File: src/rtl/uart_rx.sv
// UART receiver: 8 data bits, one parity bit, one stop bit, selectable baud rate,
// single-entry output holding register, sticky error flags and an armed byte counter.
module uart_rx #(
  parameter int FREQ         = 50000000,
  parameter int CONFIG_WIDTH = 32
) (
  input  logic                      clock,
  input  logic                      reset,
  input  logic                      rx,
  output logic [7:0]                dout,
  output logic                      dout_valid,
  input  logic                      dout_ready,
  input  logic [CONFIG_WIDTH-1:0]   rx_conf,
  output logic [2:0]                err,
  input  logic                      clear_err,
  input  logic [CONFIG_WIDTH/2-1:0] enable,
  input  logic [CONFIG_WIDTH/2-1:0] clear,
  output logic                      done
);

  typedef enum logic [2:0] {IDLE, START, DATA, PARITY, STOP, WAIT_HIGH} state_t;

  localparam logic [31:0] LIM0 = 32'(FREQ / 1200 - 1);
  localparam logic [31:0] LIM1 = 32'(FREQ / 2400 - 1);
  localparam logic [31:0] LIM2 = 32'(FREQ / 4800 - 1);
  localparam logic [31:0] LIM3 = 32'(FREQ / 9600 - 1);
  localparam logic [31:0] LIM4 = 32'(FREQ / 19200 - 1);
  localparam logic [31:0] LIM5 = 32'(FREQ / 38400 - 1);
  localparam logic [31:0] LIM6 = 32'(FREQ / 57600 - 1);
  localparam logic [31:0] LIM7 = 32'(FREQ / 115200 - 1);

  state_t      state, state_next;
  logic [1:0]  sync;
  logic        rx_s, rx_prev;
  logic [31:0] cnt, cnt_next, limit, limit_next;
  logic        odd, odd_next;
  logic [7:0]  shift, shift_next;
  logic [2:0]  bit_idx, bit_idx_next;
  logic        deliver, set_parity, set_frame, overrun, handshake;
  logic [5:0]  byte_cnt;
  logic        any_en, any_clr;
  logic        unused_cfg;

  function automatic logic [31:0] bit_limit(input logic [15:0] sel);
    case (sel)
      16'd0:   return LIM0;
      16'd1:   return LIM1;
      16'd2:   return LIM2;
      16'd3:   return LIM3;
      16'd4:   return LIM4;
      16'd5:   return LIM5;
      16'd6:   return LIM6;
      default: return LIM7;
    endcase
  endfunction

  assign rx_s       = sync[1];
  assign handshake  = dout_valid & dout_ready;
  assign overrun    = deliver & dout_valid & ~dout_ready;
  assign any_en     = |enable[5:0];
  assign any_clr    = |clear[5:0];
  assign unused_cfg = ^{rx_conf[15:1], enable[CONFIG_WIDTH/2-1:6], clear[CONFIG_WIDTH/2-1:6]};

  always_ff @(posedge clock) begin
    if (reset) begin
      sync    <= '1;
      rx_prev <= 1'b1;
      state   <= IDLE;
      cnt     <= '0;
      limit   <= '0;
      odd     <= 1'b0;
      shift   <= '0;
      bit_idx <= '0;
    end else begin
      sync    <= {sync[0], rx};
      rx_prev <= rx_s;
      state   <= state_next;
      cnt     <= cnt_next;
      limit   <= limit_next;
      odd     <= odd_next;
      shift   <= shift_next;
      bit_idx <= bit_idx_next;
    end
  end

  always_comb begin
    state_next   = state;
    cnt_next     = cnt + 32'd1;
    limit_next   = limit;
    odd_next     = odd;
    shift_next   = shift;
    bit_idx_next = bit_idx;
    deliver      = 1'b0;
    set_parity   = 1'b0;
    set_frame    = 1'b0;
    case (state)
      IDLE: begin
        cnt_next = '0;
        // Baud and parity mode are captured here so later rx_conf writes cannot disturb this frame.
        if (rx_prev && !rx_s) begin
          state_next = START;
          limit_next = bit_limit(rx_conf[31:16]);
          odd_next   = rx_conf[0];
        end
      end
      START: begin
        if (cnt == (limit >> 1)) begin
          cnt_next     = '0;
          bit_idx_next = '0;
          state_next   = rx_s ? IDLE : DATA;
        end
      end
      DATA: begin
        if (cnt == limit) begin
          cnt_next     = '0;
          shift_next   = {rx_s, shift[7:1]};
          bit_idx_next = bit_idx + 3'd1;
          if (bit_idx == 3'd7) state_next = PARITY;
        end
      end
      PARITY: begin
        if (cnt == limit) begin
          cnt_next   = '0;
          set_parity = rx_s != ((^shift) ^ odd);
          state_next = STOP;
        end
      end
      STOP: begin
        if (cnt == limit) begin
          cnt_next = '0;
          if (rx_s) begin
            deliver    = 1'b1;
            state_next = IDLE;
          end else begin
            set_frame  = 1'b1;
            state_next = WAIT_HIGH;
          end
        end
      end
      WAIT_HIGH: begin
        cnt_next = '0;
        if (rx_s) state_next = IDLE;
      end
      default: state_next = IDLE;
    endcase
  end

  always_ff @(posedge clock) begin
    if (reset) begin
      dout       <= '0;
      dout_valid <= 1'b0;
      err        <= '0;
      byte_cnt   <= '0;
    end else begin
      if (deliver && !overrun) begin
        dout       <= shift;
        dout_valid <= 1'b1;
      end else if (handshake) begin
        dout_valid <= 1'b0;
      end
      if (clear_err) err <= '0;
      else           err <= err | {overrun, set_frame, set_parity};
      if (any_en && any_clr)                byte_cnt <= '0;
      else if (handshake && any_en && !done) byte_cnt <= byte_cnt + 6'd1;
    end
  end

  always_comb begin
    done = 1'b0;
    for (int unsigned k = 0; k < 6; k++)
      done = done | (enable[k] & (byte_cnt == 6'(1 << k)));
  end

endmodule

File: config.mk
export PLATFORM = sky130hd
export DESIGN_NAME = uart_rx
export DESIGN_NICKNAME = d
export VERILOG_FILES = /design/src/rtl/uart_rx.sv
export SDC_FILE = /design/constraint.sdc
export NUM_CORES = 1
export LEC_CHECK = 0
export BUFFER_PORTS_ARGS = -buffer_cell sky130_fd_sc_hd__buf_2
export CAP_MARGIN = 25
export CORE_MARGIN = 5
export CORE_UTILIZATION = 35
export CTS_BUF_LIST = sky130_fd_sc_hd__clkbuf_16
export DETAILED_ROUTE_END_ITERATION = 12
export RECOVER_POWER = 100
export SLEW_MARGIN = 20
export SYNTH_ARGS = -nofsm -noshare
export SYNTH_HDL_FRONTEND = slang
export SYNTH_SLANG_ARGS = --single-unit
File: constraint.sdc
create_clock -name clock -period 2 [get_ports clock]
set_input_delay 0.6 -clock clock [delete_from_list [all_inputs] [get_ports clock]]
set_output_delay 0.6 -clock clock [all_outputs]
set_load 0.005 [all_outputs]
; Word-level counts from Yosys, hierarchy flattened
; Cells that the tools add are included.
[totals]
in_bits = 69
output_inout_bits = 13
word_cells = 110
ff_bits = 100
[op_classes]
add_sub_neg = 3
n_reduce_logical = 23
n_bitwise = 17
n_eq_ne = 28
n_mux = 27
[ops]
columns = operator, n
row1 = $pmux W16 S7, 1
row2 = $pmux W32 S3, 1
row3 = $mux W32, 2
row4 = $eq A16 B3 Y1 const B, 3
row5 = $add A32 B1 Y32 const B, 1
row6 = $eq A16 B2 Y1 const B, 2
row7 = $eq A32 B31 Y1, 1
row8 = $eq A32 B32 Y1, 1
row9 = $mux W3, 10
row10 = $pmux W3 S6, 1
row11 = $eq A16 B1 Y1 const B, 1
row12 = $logic_not A16 Y1, 1
row13 = $ne A2 B2 Y1 const B, 7
row14 = $reduce_or A6 Y1, 2
row15 = $mux W1, 10
row16 = $and A1 B1 Y1, 9
row17 = $eq A3 B3 Y1 const B, 3
row18 = $reduce_xor A8 Y1, 1
row19 = $reduce_and A7 Y1, 1
row20 = $add A6 B1 Y6 const B, 1
row21 = $eq A3 B2 Y1 const B, 2
row22 = $eq A6 B1 Y1 const B, 1
row23 = $eq A6 B2 Y1 const B, 1
row24 = $eq A6 B3 Y1 const B, 1
row25 = other kinds (20), 34

; Longest topological paths before layout
; Gate-level depths: netlist of run 1.
[logic_depth]
word_depth = 9
mapped_depth = 8
depth_no_buf = 8

; Worst setup path after synthesis of run 1
; No wires, ideal clock.
[synth_path]
kind = input to register
start = input rx_conf[20]
end = register limit[11]
t_required_ps = 1930
setup_ps = 70
path_stages = 6
n_path_buf = 0
setup_slack_ps = -31
arrival_time_ps = 1961
cell_sequence = or4_1 nor3_1 nand3_1 nor2_1 nand3b_1 a21oi_1
[synth_via]
elab_chain_len = 2
elab_cells_between_ends = 8
cone_classes = 6 x eq/ne / 1 x mux / 1 x reduce/logical
[synth_lines]
columns = item, line_no
row1 = from (decl), 13  ; input logic [CONFIG_WIDTH-1:0] rx_conf,
row2 = "$eq A16 B3 Y1, or another cell as far along", 45  ; case (sel)
row3 = $pmux W16 S7 *, 45
row4 = to (signal assigned), 79  ; limit <= limit_next;
row5 = to (decl), 35  ; logic [31:0] cnt, cnt_next, limit, limit_next;
; Mark *: on every way between the ends. The rest lies on a longest branch, timed or not.
; A chain may end at the register's enable or synchronous reset.

; Final worst setup path of run 1
[layout_path]
start = register byte_cnt[0]
end = output done
[layout_via]
elab_chain_len = 7
elab_cells_between_ends = 17
cone_classes = 6 x eq/ne / 11 x bitwise
[layout_lines]
columns = item, line_no
row1 = from (decl), 40  ; logic [5:0] byte_cnt;
row2 = from (signal assigned), 164  ; else if (handshake && any_en && !done) byte_cnt <= byte_cnt + 6'd1;
row3 = $eq A6 B1 Y1 / $eq A6 B2 Y1 (equally long branches), 171  ; done = done | (enable[k] & (byte_cnt == 6'(1 << k)));
row4 = $and A1 B1 Y1, 171
row5 = $or A1 B1 Y1 (4 in a row), 171
row6 = $or A1 B1 Y1 *, 171
row7 = to (decl), 18  ; output logic done
; Marks and branches as above.

==> metrics.yaml, run 1 <==
placement:
  dp.cells: 743
  dpl_worst_slack_ns: -0.293
  io_buffer_count: 46
  globalplace.congestion: 0.832
  dp_hpwl_um: 7410
clocking:
  clkSinkCount: 83
  tritoncts: "yes"
  clockRootBuffer: "clkbuf_16"
  clockBufferDepth: 2
  hold_buffers: 0
  cts_buffers: 9
  clk_pin_slew_ns: 0.06
  clk_latency_ns: 0.35
  htree_levels: 3
die:
  die_h_um: 121
  die_x_um: 121
  io_pins: 82
  core_um2: 12100
  start_util: 0.359
  die_area_um2: 14700
  rows: 40
worst_hold_path:
  whs_path_depth: 1
  min_path_type: "reg2reg"
  hold_end: "sync[1]"
  min_from: "sync[0]"
routing:
  dr_wl_met3_um: 375
  highest_layer: "met4"
  antenna_left: 0
  wl_met1_um: 4590
  drc: 0
  drt_first_pass_iters: 4
  via_per_inst: 4.89
  drt_iter0_drc: 130
  wirelength_um: 10500
  routedWlPerCell_um: 13.6
  vias: 3764
  wl_met2_um: 5340
global_routing:
  grt_overflow_total: 0
  antenna_found_initial: 0
  grt_use_total: 0.154
  grt_start_max_net_pins: 48
  grt_pass1_wl_um: 18200
  grt_pass1_vias: 3902
power_and_ir_drop:
  p_leak_nw: 2.24
  combPwrFrac: 0.185
  peakVddDrop_mv: 0.525
  sw_frac_of_total: 0.264
  p_int_mw: 3.00
  power.total_mw: 4.07
  seq_power_share: 0.419
  power.net_switching_mw: 1.07
  clkPwrFrac: 0.396
  p_per_area_nw_per_um2: 685
sta:
  rsz0062_at_grt: "yes"
  finClkSkew_ns: 0.00630
  layout_setup_ws_ns: -0.193
  slew_violations: 0
  fin_crit_sh: 1.10
  fin_crit_ns: 2.19
  fmax_mhz: 456
  setup_viol_count_final: 39
  max_slew_margin: 0.372
  finalHoldViolCount: 0
  tightest_slew_ns: 0.942
outcome:
  failed_checks: "setup timing"
  status: "finished, violations left"
critical_path:
  timing.rr.start: "cnt[21]"
  cp_cell_sequence: "inv_4, ha_2, nor2b_2, a221oi_2, nor2_1, buf_2"
  slowest_stage: "dfxtp_4"
  cp_data_required_time_ns: 1.40
  rrSetupSlack_ns: -0.14
  slowest_delay_ns: 0.38
  end_kind: "primary output"
  startpoint_type: "flop"
  arrival_ns: 1.59
  r2r_end: "state[0]"
  crit_fanout: 3
  r2r_cells: 9
  path_class: "reg2out"
yosys:
  yosys.area.top_type: "dfxtp_1"
  synth_ff_type: "dfxtp_1"
  synthesis.nets: 565
  ys_seq_area_frac: 0.384
  synth_edf_count: 0
  synth_area_leaders: "dfxtp_1 38%, xnor2_1 9.9%, xor2_1 5.1%"
  synthArstFlopShare: 0
  syn_area_um2: 4330
  synth_cell_types: 55
  syn_avg_cell_area_um2: 8.86
  synth_seq_cells: 83
  synthCells: 489
  synthDominantCellAreaShare: 0.384
  ys_warn_count: 0
cells_and_area:
  antenna_cells: 0
  final_cell_mix: "77 x dfxtp_1, 57 x buf_4, 52 x nor2_1, 49 x xnor2_1, 35 x buf_2"
  syn2layout_area_growth_pct: 37.2
  drive_gt1_frac: 0.342
  layoutNonFillerInstCount: 770
  multiInputGateArea_um2: 2810
  postLayoutCoreUtil: 0.493
  ff_latch_area_um2: 1670
  n_fill_cell: 1136
  final_common_cell: "dfxtp_1"
  nets: 673
run:
  max_cap_viol_count: 0
-- flip-flops by register name, summed over array words and instances (netlist names) --
register	flops
limit	15
odd	1
shift	8
bit_idx	3
sync	2
byte_cnt	6
err	3
dout_valid	1
state	3
rx_prev	1
dout	8
cnt	32
-- synthesized netlist by cell type (all sizes together) (6+ instances only) --
cell and number:
xnor2 49, xor2 25, a21oi 11, nor3 15, nor4 7, ha 7
nand2 26, clkbuf 18, buf 7, nor2 84, and3 10, inv 17
a211oi 6, dfxtp 83, nand3 25, mux2i 19, nand4 18
-- per-layer routing --
| layer | track usage | vias up |
|---|---|---|
| li1 | - | 1902 |
| met5 | 0 | - |
| met3 | 0.0424 | 14 |
| met4 | 0.0602 | 0 |
| met1 | 0.188 | 1790 |
| met2 | 0.257 | 58 |
-- power groups by stage --
stage	combinational, mW	clock (mW)	sequential (mW)
finish	0.752	1.61	1.70
global route	0.806	1.72	1.71
CTS	0.690	1.67	1.71
detailed placement	0.526	0	1.74
global placement	0.514	0	1.74
floorplan	0.335	0	1.74
-- metrics by stage --
stage	hold WS (ns)	instance area [µm²]	setup TNS [ns]
6_report	0.406	5940	-2.72
5_1_grt	0.429	5940	-11.02
3_5_place_dp	0.404	5160	-15.72
4_1_cts	0.416	5820	-1.92
2_1_floorplan	0.389	4350	0
3_3_place_gp	0.396	5160	-11.54
-- area by class of cell --
class | count | share of cell area
inverter | 17 | 0.0112
sequential | 83 | 0.282
clock inverter | 7 | 0.0103
multi-input combinational | 364 | 0.473
timing repair buffer | 122 | 0.151
tap | 168 | 0.0354
clock buffer | 9 | 0.0379
-- cell families after synthesis --
kind of cell | share of synthesized area
xor gates and xnor gates | 0.150
and+or+nand+nor | 0.272
adders and majority gates | 0.0202
muxes | 0.0465
buffers and inverters | 0.0485
AOI/OAI and AO/OA | 0.0792
DFF | 0.384
-- how the worst max path moves through the flow --
stage                      startpoint          end  slack (ns)  cells after the start
after floorplan             enable[2]  byte_cnt[5]        0.01                      6
after global placement        cnt[26]       cnt[3]       -0.21                      7
after detailed placement      cnt[26]       cnt[3]       -0.29                      7
after CTS                 byte_cnt[1]         done       -0.25                      7
after global routing      byte_cnt[0]         done       -0.25                      6
final                     byte_cnt[0]         done       -0.19                      6
-- repair_timing --
item                       4_1_cts  5_1_grt
setup endpoints to repair       58       60
hold endpoints to repair         0        0
gates cloned                     3        0
resized for setup               52       38
buffers inserted                 9        0
pin swaps                       30       29
-- critical path: cells and delay by family (launching register included) --
kind	cells	cell delay, ns
buffers and inverters	2	0.18
DFF	1	0.38
AOI/OAI and AO/OA	1	0.28
adders and majority gates	1	0.18
and+or+nand+nor	2	0.24
No activity file was read; power rests on OpenSTA's default activity.
==> run 2, diff against run 1 <==
--- a/config.mk
+++ b/config.mk
@@ -11,6 +11,7 @@
 export CORE_UTILIZATION = 35
 export CTS_BUF_LIST = sky130_fd_sc_hd__clkbuf_16
 export DETAILED_ROUTE_END_ITERATION = 12
+export GPL_ROUTABILITY_DRIVEN = 0
 export RECOVER_POWER = 100
 export SLEW_MARGIN = 20
 export SYNTH_ARGS = -nofsm -noshare
==> constraint.sdc (replaced) <==
create_clock -name clock -period 2 [get_ports clock]
set_input_delay 0.2 -clock clock [delete_from_list [all_inputs] [get_ports clock]]
set_output_delay 0.2 -clock clock [all_outputs]
set_load 0.005 [all_outputs]
==> run 2 against run 1 <==
The flow still finishes with violations (setup timing). Register-to-register slack better by 0.14 ns. Worst hold slack got worse by 0.36 ns. Largest power group unchanged. Die area unchanged. Routed wire length down 3.9%. Fmax rose by 9.5%. Critical endpoint is now cnt[11]. Design area shrank 4.1%. Sequential share of layout area grew 1.3 points.
==> metrics.yaml, run 2 (synthesized netlist as in run 1, its figures left out) <==
die:
  rows: 40
  io_pins: 82
  die_area_um2: 14700
  start_util: 0.359
  core_um2: 12100
  die_h_um: 121
  die_x_um: 121
clocking:
  clk_pin_slew_ns: 0.06
  clk_latency_ns: 0.34
  cts_buffers: 9
  clockBufferDepth: 2
  tritoncts: "yes"
  hold_buffers: 0
  clockRootBuffer: "clkbuf_16"
  htree_levels: 3
  clkSinkCount: 83
cells_and_area:
  final_cell_mix: "72 x dfxtp_1, 53 x buf_4, 52 x nor2_1, 49 x xnor2_1, 38 x buf_2"
  top_regs: "cnt x32, limit x15"
  layoutNonFillerInstCount: 762
  syn2layout_area_growth_pct: 31.6
  largest_reg_flops: 32
  final_common_cell: "dfxtp_1"
  drive_gt1_frac: 0.330
  n_fill_cell: 1168
  top_register: "cnt"
  antenna_cells: 0
  nets: 665
sta:
  max_slew_margin: 0.708
  fmax_mhz: 499
  finClkSkew_ns: 0.00879
  fin_crit_ns: 2.00
  setup_viol_count_final: 2
  fin_crit_sh: 1.00
  setup_tns_ns: -0.00362
  finalHoldViolCount: 0
  layout_setup_ws_ns: -0.00264
  rsz0062_at_grt: "yes"
  slew_violations: 0
  tightest_slew_ns: 0.437
routing:
  drt_first_pass_iters: 4
  antenna_left: 0
  vias: 3671
  drt_iter0_drc: 174
  wirelength_um: 10100
  drc: 0
  routedWlPerCell_um: 13.3
  via_per_inst: 4.82
critical_path:
  end_kind: "flop"
  crit_fanout: 8
  cp_num_cells: 7
  cp_data_required_time_ns: 2.24
  cp_cell_sequence: "or3_1, a2111oi_4, nand2_2, a211oi_4, buf_6, clkbuf_16, nor2_2"
  r2r_cells: 7
  arrival_ns: 2.24
  crit_buf_inv: 2
  path_delay_family: "compound AO/OA/AOI/OAI gates"
  rrSetupSlack_ns: -0.003
  crit_start: "limit[11]"
  crit_end: "cnt[11]"
  startpoint_type: "flop"
  slowest_stage: "or3_1"
  timing.rr.start: "limit[11]"
  slowest_delay_ns: 0.41
  r2r_end: "cnt[11]"
  path_class: "reg2reg"
placement:
  dpl_worst_slack_ns: -0.176
  dp.cells: 731
  io_buffer_count: 46
  dp_hpwl_um: 7110
power_and_ir_drop:
  peakVddDrop_mv: 0.604
  p_leak_nw: 2.19
  seq_power_share: 0.433
  power.total_mw: 3.95
  clkPwrFrac: 0.383
  sw_frac_of_total: 0.267
  power.net_switching_mw: 1.06
  combPwrFrac: 0.184
  p_int_mw: 2.89
  p_per_area_nw_per_um2: 693
global_routing:
  grt_start_max_net_pins: 41
  grt_pass1_wl_um: 17000
  antenna_found_initial: 0
  grt_use_total: 0.143
  grt_pass1_vias: 3578
  grt_overflow_total: 0
run:
  max_cap_viol_count: 0
worst_hold_path:
  min_path_type: "in2reg"
outcome:
  failed_checks: "setup timing"
  status: "finished, violations left"
[run 2: changes by cell type in the layout (fill, tap and decap cells not counted), moves of 3 or more]
cell | previous run | this run
nor2_2 | 6 | 29
dfxtp_1 | 77 | 72
ha_1 | 4 | 7
buf_4 | 57 | 53
buf_2 | 35 | 38
clkbuf_1 | 12 | 9
nor2_4 | 26 | 3
dfxtp_2 | 4 | 9
buf_6 | 11 | 8
[run 2: stage by stage]
step	hold WS (ns)	util	cell area [µm²]
floorplan	0.279	-	4340
CTS	0.0392	0.454	5470
global route	0.0443	0.473	5700
global placement	0.392	0.420	5060
detailed placement	0.397	0.420	5060
finish	0.0471	0.473	5700
[run 2: power groups by stage]
stage	Combinational [mW]	Sequential, mW	Clock, mW
floorplan	0.335	1.74	0
global placement	0.507	1.75	0
detailed placement	0.516	1.75	0
CTS	0.593	1.71	1.55
global route	0.787	1.72	1.62
finish	0.726	1.71	1.51
[run 2: area by class of cell]
cell class | instances | area, µm² | area share
multi-input cells | 364 | 2640 | 0.464
flip-flops and latches | 83 | 1680 | 0.295
repair buffers | 114 | 835 | 0.146
clock buffers | 9 | 225 | 0.0395
well taps | 168 | 210 | 0.0369
inverters | 17 | 63.8 | 0.0112
clock inverters | 7 | 42.5 | 0.00746
[run 2: metal layers]
metal / routed length (µm) / vias up / GRT usage
li1: - / 1886 / -
met1: 4600 / 1720 / 0.180
met3: 394 / 11 / 0.0364
met2: 4960 / 54 / 0.238
met4: 151 / 0 / 0.0469
met5: 0 / - / 0
[run 2: how the worst min path moves through the flow]
stage / cells after the start / to / startpoint
after detailed placement: 1 / sync[1] / sync[0]
after global placement: 2 / sync[0] / rx
after floorplan: 1 / err[0] / clear_err
after CTS: 2 / sync[0] / rx
final: 2 / err[2] / clear_err
after global routing: 2 / err[2] / clear_err
[run 2: repair_timing]
action | CTS | global route
cloned | 1 | 2
buffers inserted | 6 | 6
setup endpoints to repair | 58 | 60
pin swaps | 8 | 14
resized for setup | 15 | 37
[run 2: worst reg2reg max path, cell delays in order (launching register included)]
cell and delay [ns]:
dfxtp_2 0.32, or3_1 0.41, a2111oi_4 0.38, nand2_2 0.13, a211oi_4 0.29, buf_6 0.17, clkbuf_16 0.16, nor2_2 0.04
==> run 3, diff against run 2 <==
==> constraint.sdc (replaced) <==
create_clock -name clock -period 2.55 [get_ports clock]
set_input_delay 0.255 -clock clock [delete_from_list [all_inputs] [get_ports clock]]
set_output_delay 0.255 -clock clock [all_outputs]
set_load 0.005 [all_outputs]
==> run 3 against run 2 <==
The flow now finishes without violations. Clock power down 14%. Power down 25%. Routed wire length down 11%. Utilization down 6.3 points. Flip-flop and latch count unchanged. Register-to-register slack better by 0.28 ns. First-iteration DRC count up 21%. Clock-buffer cell count unchanged. Clock skew down 0.0011 ns. Worst hold slack better by 0.045 ns.
==> metrics.yaml, run 3 (synthesized netlist as in run 1, its figures left out) <==
outcome:
  status: "finished clean"
worst_hold_path:
  min_path_type: "in2reg"
global_routing:
  antenna_found_initial: 0
  grt_pass1_wl_um: 15700
  grt_pass1_vias: 3362
  grt_use_total: 0.132
  grt_overflow_total: 0
  grt_start_max_net_pins: 46
sta:
  fmax_mhz: 440
  setup_tns_ns: 0
  fin_crit_ns: 2.27
  tightest_slew_ns: 0.616
  rsz0062_at_grt: "no"
  finalHoldViolCount: 0
  setup_viol_count_final: 0
  finClkSkew_ns: 0.00774
  fin_crit_sh: 0.890
  slew_violations: 0
  max_slew_margin: 0.584
cells_and_area:
  final_cell_mix: "83 x dfxtp_1, 78 x nor2_1, 49 x xnor2_1, 37 x buf_2, 26 x nand2_1"
  top_register: "cnt"
  layoutNonFillerInstCount: 704
  drive_gt1_frac: 0.157
  syn2layout_area_growth_pct: 14.1
  top_regs: "cnt x32, limit x15"
  largest_reg_flops: 32
  nets: 607
  antenna_cells: 0
  final_common_cell: "dfxtp_1"
placement:
  io_buffer_count: 46
  dp.cells: 688
  dp_hpwl_um: 6670
critical_path:
  crit_fanout: 5
  arrival_ns: 2.50
  crit_start: "limit[11]"
  cp_data_required_time_ns: 2.78
  timing.rr.start: "limit[11]"
  startpoint_type: "flop"
  r2r_cells: 5
  path_class: "reg2reg"
  crit_end: "state[0]"
  rrSetupSlack_ns: 0.28
  r2r_end: "state[0]"
  end_kind: "flop"
power_and_ir_drop:
  p_leak_nw: 1.82
  p_per_area_nw_per_um2: 599
  peakVddDrop_mv: 0.396
routing:
  drc: 0
  drt_iter0_drc: 211
  antenna_left: 0
  drt_first_pass_iters: 4
  routedWlPerCell_um: 12.8
  wirelength_um: 8990
  vias: 3430
  via_per_inst: 4.87
clocking:
  cts_buffers: 9
  cts_resized: 0
  clk_pin_slew_ns: 0.06
  cts_setup_buffers: 0
  clk_latency_ns: 0.34
  clkSinkCount: 83
  htree_levels: 3
  hold_buffers: 0
  clockBufferDepth: 2
  tritoncts: "yes"
  clockRootBuffer: "clkbuf_16"
die:
  io_pins: 82
  die_x_um: 121
  core_um2: 12100
  die_area_um2: 14700
  die_h_um: 121
  rows: 40
  start_util: 0.359
run:
  max_cap_viol_count: 0
## run 3: changes by cell type in the layout (fill, tap and decap cells not counted), sizes merged
cell,change
inv,+2
clkinv,-3
bufinv,+1
clkbuf,-2
buf,-56
## run 3: power by group
group          total, mW  internal, mW  switching, mW
combinational      0.302         0.129          0.173
clock               1.30         0.763          0.540
sequential          1.36          1.32         0.0404
## run 3: worst max-delay path: stages, from the launching register on
cell and delay (ns):
dfxtp_1 0.35, or3_1 0.38, a2111oi_1 0.59, nand2_1 0.22, a31oi_1 0.27, mux2_2 0.36
## run 3: per-stage QoR
step	utilization	worst slack [ns]	area [µm²]	power, mW	hold WS (ns)
floorplan	-	0.520	4330	1.62	0.334
finish	0.410	0.280	4940	2.96	0.0923
detailed placement	0.391	0.245	4720	1.70	0.392
global route	0.410	0.0985	4940	3.10	0.0842
CTS	0.416	0.246	5020	3.02	0.0706
global placement	0.391	0.268	4720	1.70	0.396
## run 3: area by class of cell
cell class | instances | area (µm²)
fillers | 1214 | 7120
multi-input cells | 364 | 2400
flip-flops and latches | 83 | 1660
repair buffers | 56 | 304
clock buffers | 9 | 225
well taps | 168 | 210
clock inverters | 7 | 72.6
inverters | 17 | 63.8
## run 3: routing by layer
metal  GRT usage  routed length [µm]
met4      0.0525                 172
met5           0                   0
met2       0.210                4130
met3      0.0378                 344
met1       0.169                4340
## run 3: how the worst min path moves through the flow
stage / startpoint / end / slack [ns] / cells after the start
2_1_floorplan: clear_err / err[0] / 0.33 / 1
3_3_place_gp: sync[0] / sync[1] / 0.40 / 1
3_5_place_dp: sync[0] / sync[1] / 0.39 / 1
4_1_cts: rx / sync[0] / 0.07 / 2
5_1_grt: rx / sync[0] / 0.08 / 2
6_report: rx / sync[0] / 0.09 / 2
